$ cat config.mk
export PLATFORM = sky130hd
export DESIGN_NAME = stream_switch
export DESIGN_NICKNAME = d
export VERILOG_FILES = /design/src/rtl/stream_switch.sv
export SDC_FILE = /design/constraint.sdc
export NUM_CORES = 1
export LEC_CHECK = 0
export CORE_AREA = 2 2 263 265
export CTS_CLUSTER_SIZE = 25
export DETAILED_ROUTE_END_ITERATION = 12
export DIE_AREA = 0 0 265 267
export PLACE_DENSITY = 0.54
export SLEW_MARGIN = 20
export SYNTH_ARGS = -nofsm -noshare
export SYNTH_HDL_FRONTEND = slang
export SYNTH_SLANG_ARGS = --single-unit
$ cat constraint.sdc
create_clock -name clk -period 17.2 [get_ports clk]
set_input_delay 3.44 -clock clk [delete_from_list [all_inputs] [get_ports clk]]
set_output_delay 3.44 -clock clk [all_outputs]
set_load 0.05 [all_outputs]
$ cat src/rtl/stream_switch.sv
// ============================================================================
// Module   : stream_switch
// Brief    : CGRA tile switch - XY config routing, operand gather, PE fire,
//            result broadcast to a port mask. Port index: 0=S 1=E 2=N 3=W.
// Revision : 1.0 - initial release
// ============================================================================
`default_nettype none

module stream_switch #(
   parameter int DATA_W = 32,
   parameter int OP_W   = 4,
   parameter int HX_W   = 4,
   parameter int HY_W   = 4,
   parameter int CFG_W  = HX_W + HY_W + 14 + OP_W + DATA_W
) (
   input  logic                  clk,
   input  logic                  reset,
   input  logic                  cfg_n_valid,
   output logic                  cfg_n_ready,
   input  logic [CFG_W-1:0]      cfg_n_data,
   input  logic                  cfg_w_valid,
   output logic                  cfg_w_ready,
   input  logic [CFG_W-1:0]      cfg_w_data,
   output logic                  cfg_e_valid,
   input  logic                  cfg_e_ready,
   output logic [CFG_W-1:0]      cfg_e_data,
   output logic                  cfg_s_valid,
   input  logic                  cfg_s_ready,
   output logic [CFG_W-1:0]      cfg_s_data,
   input  logic [3:0]            in_valid,
   output logic [3:0]            in_ready,
   input  logic [4*DATA_W-1:0]   in_data,
   output logic [3:0]            out_valid,
   input  logic [3:0]            out_ready,
   output logic [4*DATA_W-1:0]   out_data,
   output logic                  pe_go,
   output logic [OP_W-1:0]       pe_op,
   output logic [DATA_W-1:0]     pe_imm,
   output logic [DATA_W-1:0]     pe_a,
   output logic [DATA_W-1:0]     pe_b,
   output logic [DATA_W-1:0]     pe_c,
   input  logic                  pe_done,
   input  logic [DATA_W-1:0]     pe_result,
   output logic                  configured
);

   localparam int c_OP_LSB    = DATA_W;
   localparam int c_NOPS_LSB  = DATA_W + OP_W + 4;
   localparam int c_OMASK_LSB = c_NOPS_LSB + 2;
   localparam int c_SEL_LSB   = c_OMASK_LSB + 4;
   localparam int c_HY_LSB    = c_SEL_LSB + 4;
   localparam int c_HX_LSB    = c_HY_LSB + HY_W;

   typedef enum logic [2:0] {
      S_IDLE   = 3'd0,
      S_GATHER = 3'd1,
      S_FIRE   = 3'd2,
      S_WAIT   = 3'd3,
      S_BCAST  = 3'd4
   } state_t;

   state_t              r_state;
   logic                r_e_valid, r_s_valid;
   logic [CFG_W-1:0]    r_e_data, r_s_data;
   logic [3:0]          r_sel, r_omask, r_out_valid;
   logic [1:0]          r_nops, r_slot, r_port;
   logic [OP_W-1:0]     r_op;
   logic [DATA_W-1:0]   r_imm, r_a, r_b, r_c, r_result;
   logic                r_pe_go, r_configured;

   // Next selected port strictly after cur, wrapping; cur itself is the last candidate.
   function automatic logic [1:0] f_next_port(input logic [3:0] sel, input logic [1:0] cur);
      logic [1:0] idx;
      logic       found;
      f_next_port = cur;
      found       = 1'b0;
      for (int i = 1; i <= 4; i++) begin
         idx = cur + 2'(i);
         if (!found && sel[idx]) begin
            f_next_port = idx;
            found       = 1'b1;
         end
      end
   endfunction

   logic w_n_east, w_n_south, w_w_east, w_w_south;
   logic w_e_free, w_s_free, w_local_ok, w_n_ok, w_w_ok;
   logic w_take_n, w_take_w, w_to_east, w_to_south, w_local_load;
   logic [CFG_W-1:0] w_pkt, w_fwd_e, w_fwd_s;

   assign w_n_east   = |cfg_n_data[c_HX_LSB +: HX_W];
   assign w_n_south  = !w_n_east && (|cfg_n_data[c_HY_LSB +: HY_W]);
   assign w_w_east   = |cfg_w_data[c_HX_LSB +: HX_W];
   assign w_w_south  = !w_w_east && (|cfg_w_data[c_HY_LSB +: HY_W]);
   assign w_e_free   = !r_e_valid || cfg_e_ready;
   assign w_s_free   = !r_s_valid || cfg_s_ready;
   assign w_local_ok = (r_state == S_IDLE) || (r_state == S_GATHER);
   assign w_n_ok     = w_n_east ? w_e_free : (w_n_south ? w_s_free : w_local_ok);
   assign w_w_ok     = w_w_east ? w_e_free : (w_w_south ? w_s_free : w_local_ok);

   assign cfg_n_ready = !reset && w_n_ok;
   assign cfg_w_ready = !reset && !cfg_n_valid && w_w_ok;
   assign w_take_n    = cfg_n_valid && cfg_n_ready;
   assign w_take_w    = cfg_w_valid && cfg_w_ready;
   assign w_pkt       = w_take_n ? cfg_n_data : cfg_w_data;
   assign w_to_east   = (w_take_n && w_n_east) || (w_take_w && w_w_east);
   assign w_to_south  = (w_take_n && w_n_south) || (w_take_w && w_w_south);
   assign w_local_load = (w_take_n && !w_n_east && !w_n_south) ||
                         (w_take_w && !w_w_east && !w_w_south);

   always_comb begin
      w_fwd_e = w_pkt;
      w_fwd_s = w_pkt;
      w_fwd_e[c_HX_LSB +: HX_W] = w_pkt[c_HX_LSB +: HX_W] - HX_W'(1);
      w_fwd_s[c_HY_LSB +: HY_W] = w_pkt[c_HY_LSB +: HY_W] - HY_W'(1);
   end

   always_ff @(posedge clk or posedge reset) begin
      if (reset) begin
         r_e_valid <= 1'b0;
         r_e_data  <= '0;
         r_s_valid <= 1'b0;
         r_s_data  <= '0;
      end else begin
         if (w_to_east) begin
            r_e_valid <= 1'b1;
            r_e_data  <= w_fwd_e;
         end else if (cfg_e_ready) begin
            r_e_valid <= 1'b0;
         end
         if (w_to_south) begin
            r_s_valid <= 1'b1;
            r_s_data  <= w_fwd_s;
         end else if (cfg_s_ready) begin
            r_s_valid <= 1'b0;
         end
      end
   end

   assign cfg_e_valid = r_e_valid;
   assign cfg_e_data  = r_e_data;
   assign cfg_s_valid = r_s_valid;
   assign cfg_s_data  = r_s_data;

   // A local load in the same cycle wins over an operand, so the operand is never offered.
   logic               w_gather_rdy, w_in_hs;
   logic [DATA_W-1:0]  w_lane [4];
   logic [DATA_W-1:0]  w_operand;

   assign w_gather_rdy = (r_state == S_GATHER) && (r_nops != 2'd0) &&
                         (r_sel != 4'd0) && !w_local_load;

   generate
      for (genvar p = 0; p < 4; p++) begin : g_in_port
         assign w_lane[p]   = in_data[p*DATA_W +: DATA_W];
         assign in_ready[p] = w_gather_rdy && (r_port == 2'(p));
      end
   endgenerate

   assign w_operand = w_lane[r_port];
   assign w_in_hs   = w_gather_rdy && in_valid[r_port];

   always_ff @(posedge clk or posedge reset) begin
      if (reset) begin
         r_state      <= S_IDLE;
         r_sel        <= 4'd0;
         r_omask      <= 4'd0;
         r_nops       <= 2'd0;
         r_op         <= '0;
         r_imm        <= '0;
         r_slot       <= 2'd0;
         r_port       <= 2'd0;
         r_a          <= '0;
         r_b          <= '0;
         r_c          <= '0;
         r_result     <= '0;
         r_out_valid  <= 4'd0;
         r_pe_go      <= 1'b0;
         r_configured <= 1'b0;
      end else if (w_local_load) begin
         r_sel        <= w_pkt[c_SEL_LSB +: 4];
         r_omask      <= w_pkt[c_OMASK_LSB +: 4];
         r_nops       <= w_pkt[c_NOPS_LSB +: 2];
         r_op         <= w_pkt[c_OP_LSB +: OP_W];
         r_imm        <= w_pkt[DATA_W-1:0];
         r_slot       <= 2'd0;
         r_port       <= f_next_port(w_pkt[c_SEL_LSB +: 4], 2'd3);
         r_a          <= '0;
         r_b          <= '0;
         r_c          <= '0;
         r_configured <= 1'b1;
         r_state      <= S_GATHER;
      end else begin
         case (r_state)
            S_IDLE: ;
            S_GATHER: begin
               if (r_nops == 2'd0) begin
                  r_result <= r_imm;
                  if (r_omask != 4'd0) begin
                     r_out_valid <= r_omask;
                     r_state     <= S_BCAST;
                  end
               end else if (w_in_hs) begin
                  case (r_slot)
                     2'd0:    r_a <= w_operand;
                     2'd1:    r_b <= w_operand;
                     default: r_c <= w_operand;
                  endcase
                  if (r_slot == r_nops - 2'd1) begin
                     r_pe_go <= 1'b1;
                     r_state <= S_FIRE;
                  end else begin
                     r_slot <= r_slot + 2'd1;
                     r_port <= f_next_port(r_sel, r_port);
                  end
               end
            end
            S_FIRE: begin
               r_pe_go <= 1'b0;
               r_state <= S_WAIT;
            end
            S_WAIT: begin
               if (pe_done) begin
                  r_result <= pe_result;
                  if (r_omask == 4'd0) begin
                     r_slot  <= 2'd0;
                     r_port  <= f_next_port(r_sel, 2'd3);
                     r_a     <= '0;
                     r_b     <= '0;
                     r_c     <= '0;
                     r_state <= S_GATHER;
                  end else begin
                     r_out_valid <= r_omask;
                     r_state     <= S_BCAST;
                  end
               end
            end
            S_BCAST: begin
               r_out_valid <= r_out_valid & ~out_ready;
               if ((r_out_valid & ~out_ready) == 4'd0) begin
                  if (r_nops == 2'd0) begin
                     r_out_valid <= r_omask;
                  end else begin
                     r_slot  <= 2'd0;
                     r_port  <= f_next_port(r_sel, 2'd3);
                     r_a     <= '0;
                     r_b     <= '0;
                     r_c     <= '0;
                     r_state <= S_GATHER;
                  end
               end
            end
            default: r_state <= S_IDLE;
         endcase
      end
   end

   assign out_valid  = r_out_valid;
   assign out_data   = {4{r_result}};
   assign pe_go      = r_pe_go;
   assign pe_op      = r_op;
   assign pe_imm     = r_imm;
   assign pe_a       = r_a;
   assign pe_b       = r_b;
   assign pe_c       = r_c;
   assign configured = r_configured;

endmodule

`default_nettype wire

## Word level (Yosys, flattened, before mapping)

Index checks and enable logic that the tools add are counted.

- Input bits: 291
- Register bits: 305
- Output and inout port bits: 390
- Logic and storage cells: 309

- $add $sub $neg: 7
- Multiplexer cells: 151
- Eq/ne operators: 32
- Bitwise gates (word level): 4
- Reductions and logical operators: 91
- Order comparisons: 5

Operators with widths:

| cell | count |
|---|---|
| two-way mux 32 bit | 20 |
| one-hot mux 32 bit (3 select lines) | 3 |
| two-way mux 1 bit | 69 |
| binary-select mux 32 bit (select 2 bit) | 1 |
| one-hot mux 32 bit (2 select lines) | 1 |
| two-way mux 2 bit | 31 |
| two-way mux 58 bit | 1 |
| logical AND 1 bit | 35 |
| AND reduction 8 bit | 4 |
| two-way mux 3 bit | 9 |
| != test 3 bit, second input constant | 9 |
| two-way mux 4 bit | 6 |
| zero test 1 bit | 21 |
| OR reduction 4 bit | 4 |
| one-hot mux 3 bit (5 select lines) | 1 |
| < comparator 2 x 3 -> 1 bit, second input constant | 4 |
| one-hot mux 2 bit (3 select lines) | 2 |
| one-hot mux 4 bit (3 select lines) | 1 |
| nonzero test 4 bit | 3 |
| binary-select mux 1 bit (select 2 bit) | 5 |
| != test 2 bit, second input constant | 5 |
| AND reduction 10 bit | 1 |
| nonzero test 2 bit | 5 |
| zero test 4 bit | 2 |
| other kinds (31) | 47 |

## Longest topological paths before layout

- Depth in word-level cells: 41
- Mapped depth: 10
- Mapped depth without buffers: 8

## Worst setup path before layout

OpenSTA, ideal clock, no wires.

- Path kind: input-to-output
- Start: input port reset
- End: output port cfg_n_ready
- Stages on the path: 2
- Required time: 13760 ps
- Arrival time: 10698 ps
- Buffers on the path: 0
- Setup slack: 3062 ps
- Cells stage by stage: inv_1 and2_1

- Cells in the longest elaborated chain, start to end: 2

Ends and longest elaborated chain:

| element | line | source |
|---|---|---|
| start: declaration | 17 | `input logic reset,` |
| zero test 1 bit (no line) | - |  |
| logical AND 1 bit | 101 | `assign cfg_n_ready = !reset && w_n_ok;` |
| end: declaration | 19 | `output logic cfg_n_ready,` |

No other way between the ends.

## Final worst setup path

- Start: input port cfg_n_data[54]
- End: output port in_ready[2]

- Cells in the longest elaborated chain, start to end: 13
- Elaborated cells between the ends (all ways): 14
- Classes of those cells: mux (2); reduce/logical (12)

Ends and longest elaborated chain:

| element | line | source |
|---|---|---|
| start: declaration | 20 | `input logic [CFG_W-1:0] cfg_n_data,` |
| OR reduction 4 bit (*) | 91 | `assign w_n_east = \|cfg_n_data[c_HX_LSB +: HX_W];` |
| zero test 1 bit | 92, 108 |  |
| logical AND 1 bit | 92 | `assign w_n_south = !w_n_east && (\|cfg_n_data[c_HY_LSB +: HY_W]);` |
| two-way mux 1 bit (2 in a row) | 98 | `assign w_n_ok = w_n_east ? w_e_free : (w_n_south ? w_s_free : w_local_ok);` |
| logical AND 1 bit | 101 |  |
| logical AND 1 bit | 103 | `assign w_take_n = cfg_n_valid && cfg_n_ready;` |
| logical AND 1 bit | 108 | `assign w_local_load = (w_take_n && !w_n_east && !w_n_south) \|\|` |
| logical AND 1 bit (*) | 108 |  |
| logical OR 1 bit (*) | 108 |  |
| zero test 1 bit (*) | 151 | `(r_sel != 4'd0) && !w_local_load;` |
| logical AND 1 bit (*) | 151 |  |
| logical AND 1 bit (*) | 156 | `assign in_ready[p] = w_gather_rdy && (r_port == 2'(p));` |
| end: declaration | 31 | `output logic [3:0] in_ready,` |

Mark *: on every way between the ends. The rest lies on a longest branch, timed or not.

==> results.txt <==
Synthesis handed over a netlist of approximately 1500 instances. The overall fraction of global-route tracks in use came out at about 16%. Dividing the detail-routed wire length by the instance count gives about 20 um. The global-route congestion overflow total came out at 0. The initial antenna violation count came to 2. The sink of the worst hold path is configured$_DFFE_PP0N_. The share of flip-flops with an asynchronous set or reset after synthesis came out at 100.0%.

Summing all flip-flop and latch instances after layout gives roughly 7600 um^2. The sort of element at the start of the critical path is a primary input. Of the available clock period, the critical path in the final layout requires 56.56%.

The floorplan step defined a die boundary enclosing around 71000 um^2. The wire length of the first global-routing pass is 86260 um. The total power draw is 3968 uW. After synthesis the netlist holds a flip-flop and latch count of around 300. The worst reg2reg path depth is 6. The clock-pin slew of the registers on the worst-case setup and hold paths came out at roughly 60 ps. The worst clock skew came out at a little under 20 ps. Adding up every negative setup slack in the final design gives 0 ps. The number of core rows came out at 96.

The worst-path maximum fanout came out at 11. The last weighted congestion value of the routability-driven placer came out at between 0.8 and 0.9. In this run the critical register-to-register path is launched from cfg_e_valid$_DFFE_PP0P_. The number of input and output port buffers inserted is between 600 and 700. The actual slew at the worst max-slew pin is around 1000 ps. The remaining max-slew budget at the tightest pin is roughly 32%. The total setup buffers inserted after CTS is 0. The total nets after synthesis is between 1500 and 2000. The combined area of the multi-input logic cells is ~5900 um^2. Setup repair after global routing left no endpoint under its margin. By startpoint and endpoint, the worst setup path is classified as in2out. The reported max-cap violation count came out at 0. The final antenna-violating net count is 0. The post-synth design cell area is around 15000 um^2.

The vias after detailed routing is between 10000 and 15000. The total length of routed wires is just under 60000 um. The final number of max-transition violations is 0. TritonCTS built the clock tree.

The total of warnings raised by yosys is 0. The via count of the first global-routing pass was roughly 13000. The core box area is a little under 70000 um^2. Using the TritonRoute via totals, the vias-per-cell ratio works out to about 4.4.

The non-filler instance count after layout came out at ~2900. Among all stages on the critical path, the largest delay is contributed by sky130_fd_sc_hd__clkdlybuf4s50_1. The number of instances in the placed design is 2857. The reg-to-reg setup timing slack is between 10000 and 15000 ps. The starting density of the core came out at 21.85%.

The total of cells resized after clock tree synthesis is 0. The clock network latency to the later pin of the worst-skew pair came out at about 550 ps. For this run, the leading register cell type out of synthesis is sky130_fd_sc_hd__dfrtp_1. The die is about 270 um wide.

The static power due to leakage came out at ~0.0095 uW. Traced cell by cell, the critical path runs through clkdlybuf4s50_1 -> nor4_2 -> nand4_1 -> o21a_4 -> and3_1 -> and2_1 -> clkdlybuf4s50_1. The peak per-stage delay on the critical path is 710 ps. The synthesized design contains 0 enable-type register cells. The total CTS buffers came out at 38. The power per cell area is ~170 nW/um^2.

The average size of a mapped cell came out at roughly 10 um^2. The cell at the root of the clock tree is sky130_fd_sc_hd__clkbuf_16. The number of hold violations in the final report is 0. At the worst endpoint, the required time is roughly 14000 ps. Measured along the y axis, the die boundary spans ~270 um. Fill cells in the final layout number roughly 6800. The highest attainable clock frequency came out at 102.8 MHz. CTS built an H-tree with a depth of 2. The iteration-0 DRC count of the detailed router came out at between 800 and 900. The maximum number of pins on one net before global-route repair came out at around 140. 681 I/O pins were placed. The number of cells on the worst hold path came out at 1. Of all cell types, the one taking the most synthesized area is sky130_fd_sc_hd__dfrtp_1. CTS saw approximately 300 sinks. Buffers inserted to repair hold after CTS numbered 0. After legalization and detailed placement, the total HPWL measured between 40000 and 50000 um. In this run the worst hold path is classified as reg2reg. Of the post-synthesis cell area, the dominant cell type holds about half. The largest vdd supply drop is 0.09773 mV.

The critical path arrival came out at ~6300 ps. The kind of end point of the critical path is an output pin. Ranked by total cell area, the synthesized netlist is headed by sky130_fd_sc_hd__dfrtp_1 51%, sky130_fd_sc_hd__mux2i_1 6.7%, sky130_fd_sc_hd__buf_4 5.7%, sky130_fd_sc_hd__o21ai_0 5.4%, sky130_fd_sc_hd__mux4_2 5.2%. The number of distinct library cells after synthesis is 59. The minimum hold slack is between 400 and 500 ps.

The most repeated library cell on the critical path is sky130_fd_sc_hd__clkdlybuf4s50_1. For the finished layout, the period the worst path requires is 9728 ps. The fraction of layout instances using a drive strength above 1 is between 6 and 7%. The run finished with clean final reports. The endpoint identified for the worst register-to-register timing path is cfg_e_data[2]$_DFFE_PP0P_. The net total in the final layout came out at ~2300.

The sequential-to-total area share from yosys stat is about half. The setup violation total in the final timing report came out at 0. The length of the first detailed-routing pass in iterations came out at 8.

The area growth from synthesis to layout is 54.32%. The startpoint of the lowest-slack hold path is configured$_DFFE_PP0N_. The detailed-route DRC error count is 0. The clock passes through at most 3 buffers.
==> cells in the final DEF (no fill, tap or decap), drive strengths merged, types with 2 or more instances in the layout <==
cell type,synthesis,routed
o41ai,2,2
a22o,4,4
o22ai,2,2
clkdlybuf4s50,0,680
buf,159,17
mux4,34,34
mux2,5,5
xor2,3,3
xnor2,3,3
mux2i,99,99
clkinv,0,5
nand2,202,202
nor2b,6,6
nor3,5,5
nor3b,3,3
or3b,2,2
clkinvlp,0,4
a21oi,116,116
nand2b,9,9
a211oi,4,4
o21ai,193,193
inv,13,14
nand3b,4,4
nor2,121,121
nand4,3,3
a311oi,2,2
a21o,2,2
diode,0,3
clkbuf,44,56
or4,3,3
ha,9,9
nor4,5,5
and2,7,7
dfrtp,305,305
and3,2,2
nand3,96,96
==> layout make-up <==
cell class | count | area share [%]
diodes | 3 | 0.03274
clock buffers | 56 | 4.840
clock inverters | 11 | 0.5239
inverters | 13 | 0.2456
multi-input cells | 961 | 25.86
flip-flops and latches | 305 | 33.30
well taps | 882 | 4.813
repair buffers | 697 | 30.38
==> cell families (layout without fill, tap and decap cells) <==
kind of cell             count (synthesis)  after routing  share of synthesized area (%)
XOR/XNOR                                 6              6                         0.3537
multiplexers                           138            138                          12.23
other                                    0              3                              0
flip-flops                             305            305                          51.37
adder cells (fa/ha/maj)                  9              9                         0.7579
AND/OR/NAND/NOR                        470            470                          14.03
buffers and inverters                  216            777                          9.061
AO/OA/AOI/OAI                          338            338                          12.20
==> report_power, final <==
group	total (uW)	internal, uW	switching (uW)
combinational	2110	681	1430
sequential	1070	919	147
clock	789	465	324
total	3970	2070	1900
==> cell usage after synthesis, types with 4 or more instances <==
master / number
sky130_fd_sc_hd__nand2b_1: 9
sky130_fd_sc_hd__o21ai_0: 160
sky130_fd_sc_hd__a211oi_1: 4
sky130_fd_sc_hd__buf_1: 4
sky130_fd_sc_hd__nor3_1: 5
sky130_fd_sc_hd__nand3_1: 96
sky130_fd_sc_hd__a22o_1: 4
sky130_fd_sc_hd__nor2_1: 117
sky130_fd_sc_hd__buf_4: 113
sky130_fd_sc_hd__nor2b_1: 6
sky130_fd_sc_hd__ha_1: 9
sky130_fd_sc_hd__mux2i_1: 99
sky130_fd_sc_hd__mux2_2: 4
sky130_fd_sc_hd__buf_2: 34
sky130_fd_sc_hd__mux4_2: 34
sky130_fd_sc_hd__o21ai_1: 33
sky130_fd_sc_hd__clkbuf_1: 44
sky130_fd_sc_hd__dfrtp_1: 305
sky130_fd_sc_hd__a21oi_1: 113
sky130_fd_sc_hd__nand2_1: 202
sky130_fd_sc_hd__and2_1: 7
sky130_fd_sc_hd__buf_6: 7
sky130_fd_sc_hd__inv_1: 13
==> through the flow <==
step	util (%)	instance area, um^2	worst slack [ps]
after CTS	33.67	22890	7518
final	33.73	22930	7472
after floorplan	-	14860	3062
after detailed placement	31.86	21660	7519
after global placement	31.86	21660	7618
after global routing	33.71	22920	7380
==> flip-flops by register name, indices dropped and copies added (netlist names) <==
register and cells:
configured 1, pe_op 4, r_omask 4, pe_c 32, r_sel 4, pe_a 32, cfg_s_data 58, r_nops 2
pe_go 1, pe_b 32, cfg_e_data 58, r_slot 2, cfg_e_valid 1, cfg_s_valid 1, out_valid 4, r_state 3
r_result 32, pe_imm 32, r_port 2
==> how the worst max path moves through the flow <==
stage,start,endpoint,cells after the start
2_1_floorplan,reset,cfg_n_ready,2
3_5_place_dp,cfg_n_data[54],in_ready[2],7
6_report,cfg_n_data[54],in_ready[2],7
5_1_grt,cfg_n_data[54],in_ready[3],7
3_3_place_gp,cfg_n_data[54],in_ready[1],7
4_1_cts,cfg_n_data[54],in_ready[2],7
==> worst max-delay path: cells and delay by family <==
kind,cells,cell delay [ps]
AO/OA/AOI/OAI,1,280
buffers and inverters,2,1200
AND/OR/NAND/NOR,4,1350
==> routing by layer <==
| metal | vias to the layer above | part of all wire, % | track usage (%) |
|---|---|---|---|
| li1 | 6113 | - | - |
| met1 | 6241 | 42 | 20.38 |
| met2 | 468 | 48 | 26.81 |
| met3 | 92 | 6.6 | 3.681 |
| met4 | 4 | 3.0 | 5.650 |
| met5 | - | 0.034 | 0 |
Note: power is estimated with default switching activity, not from simulation.
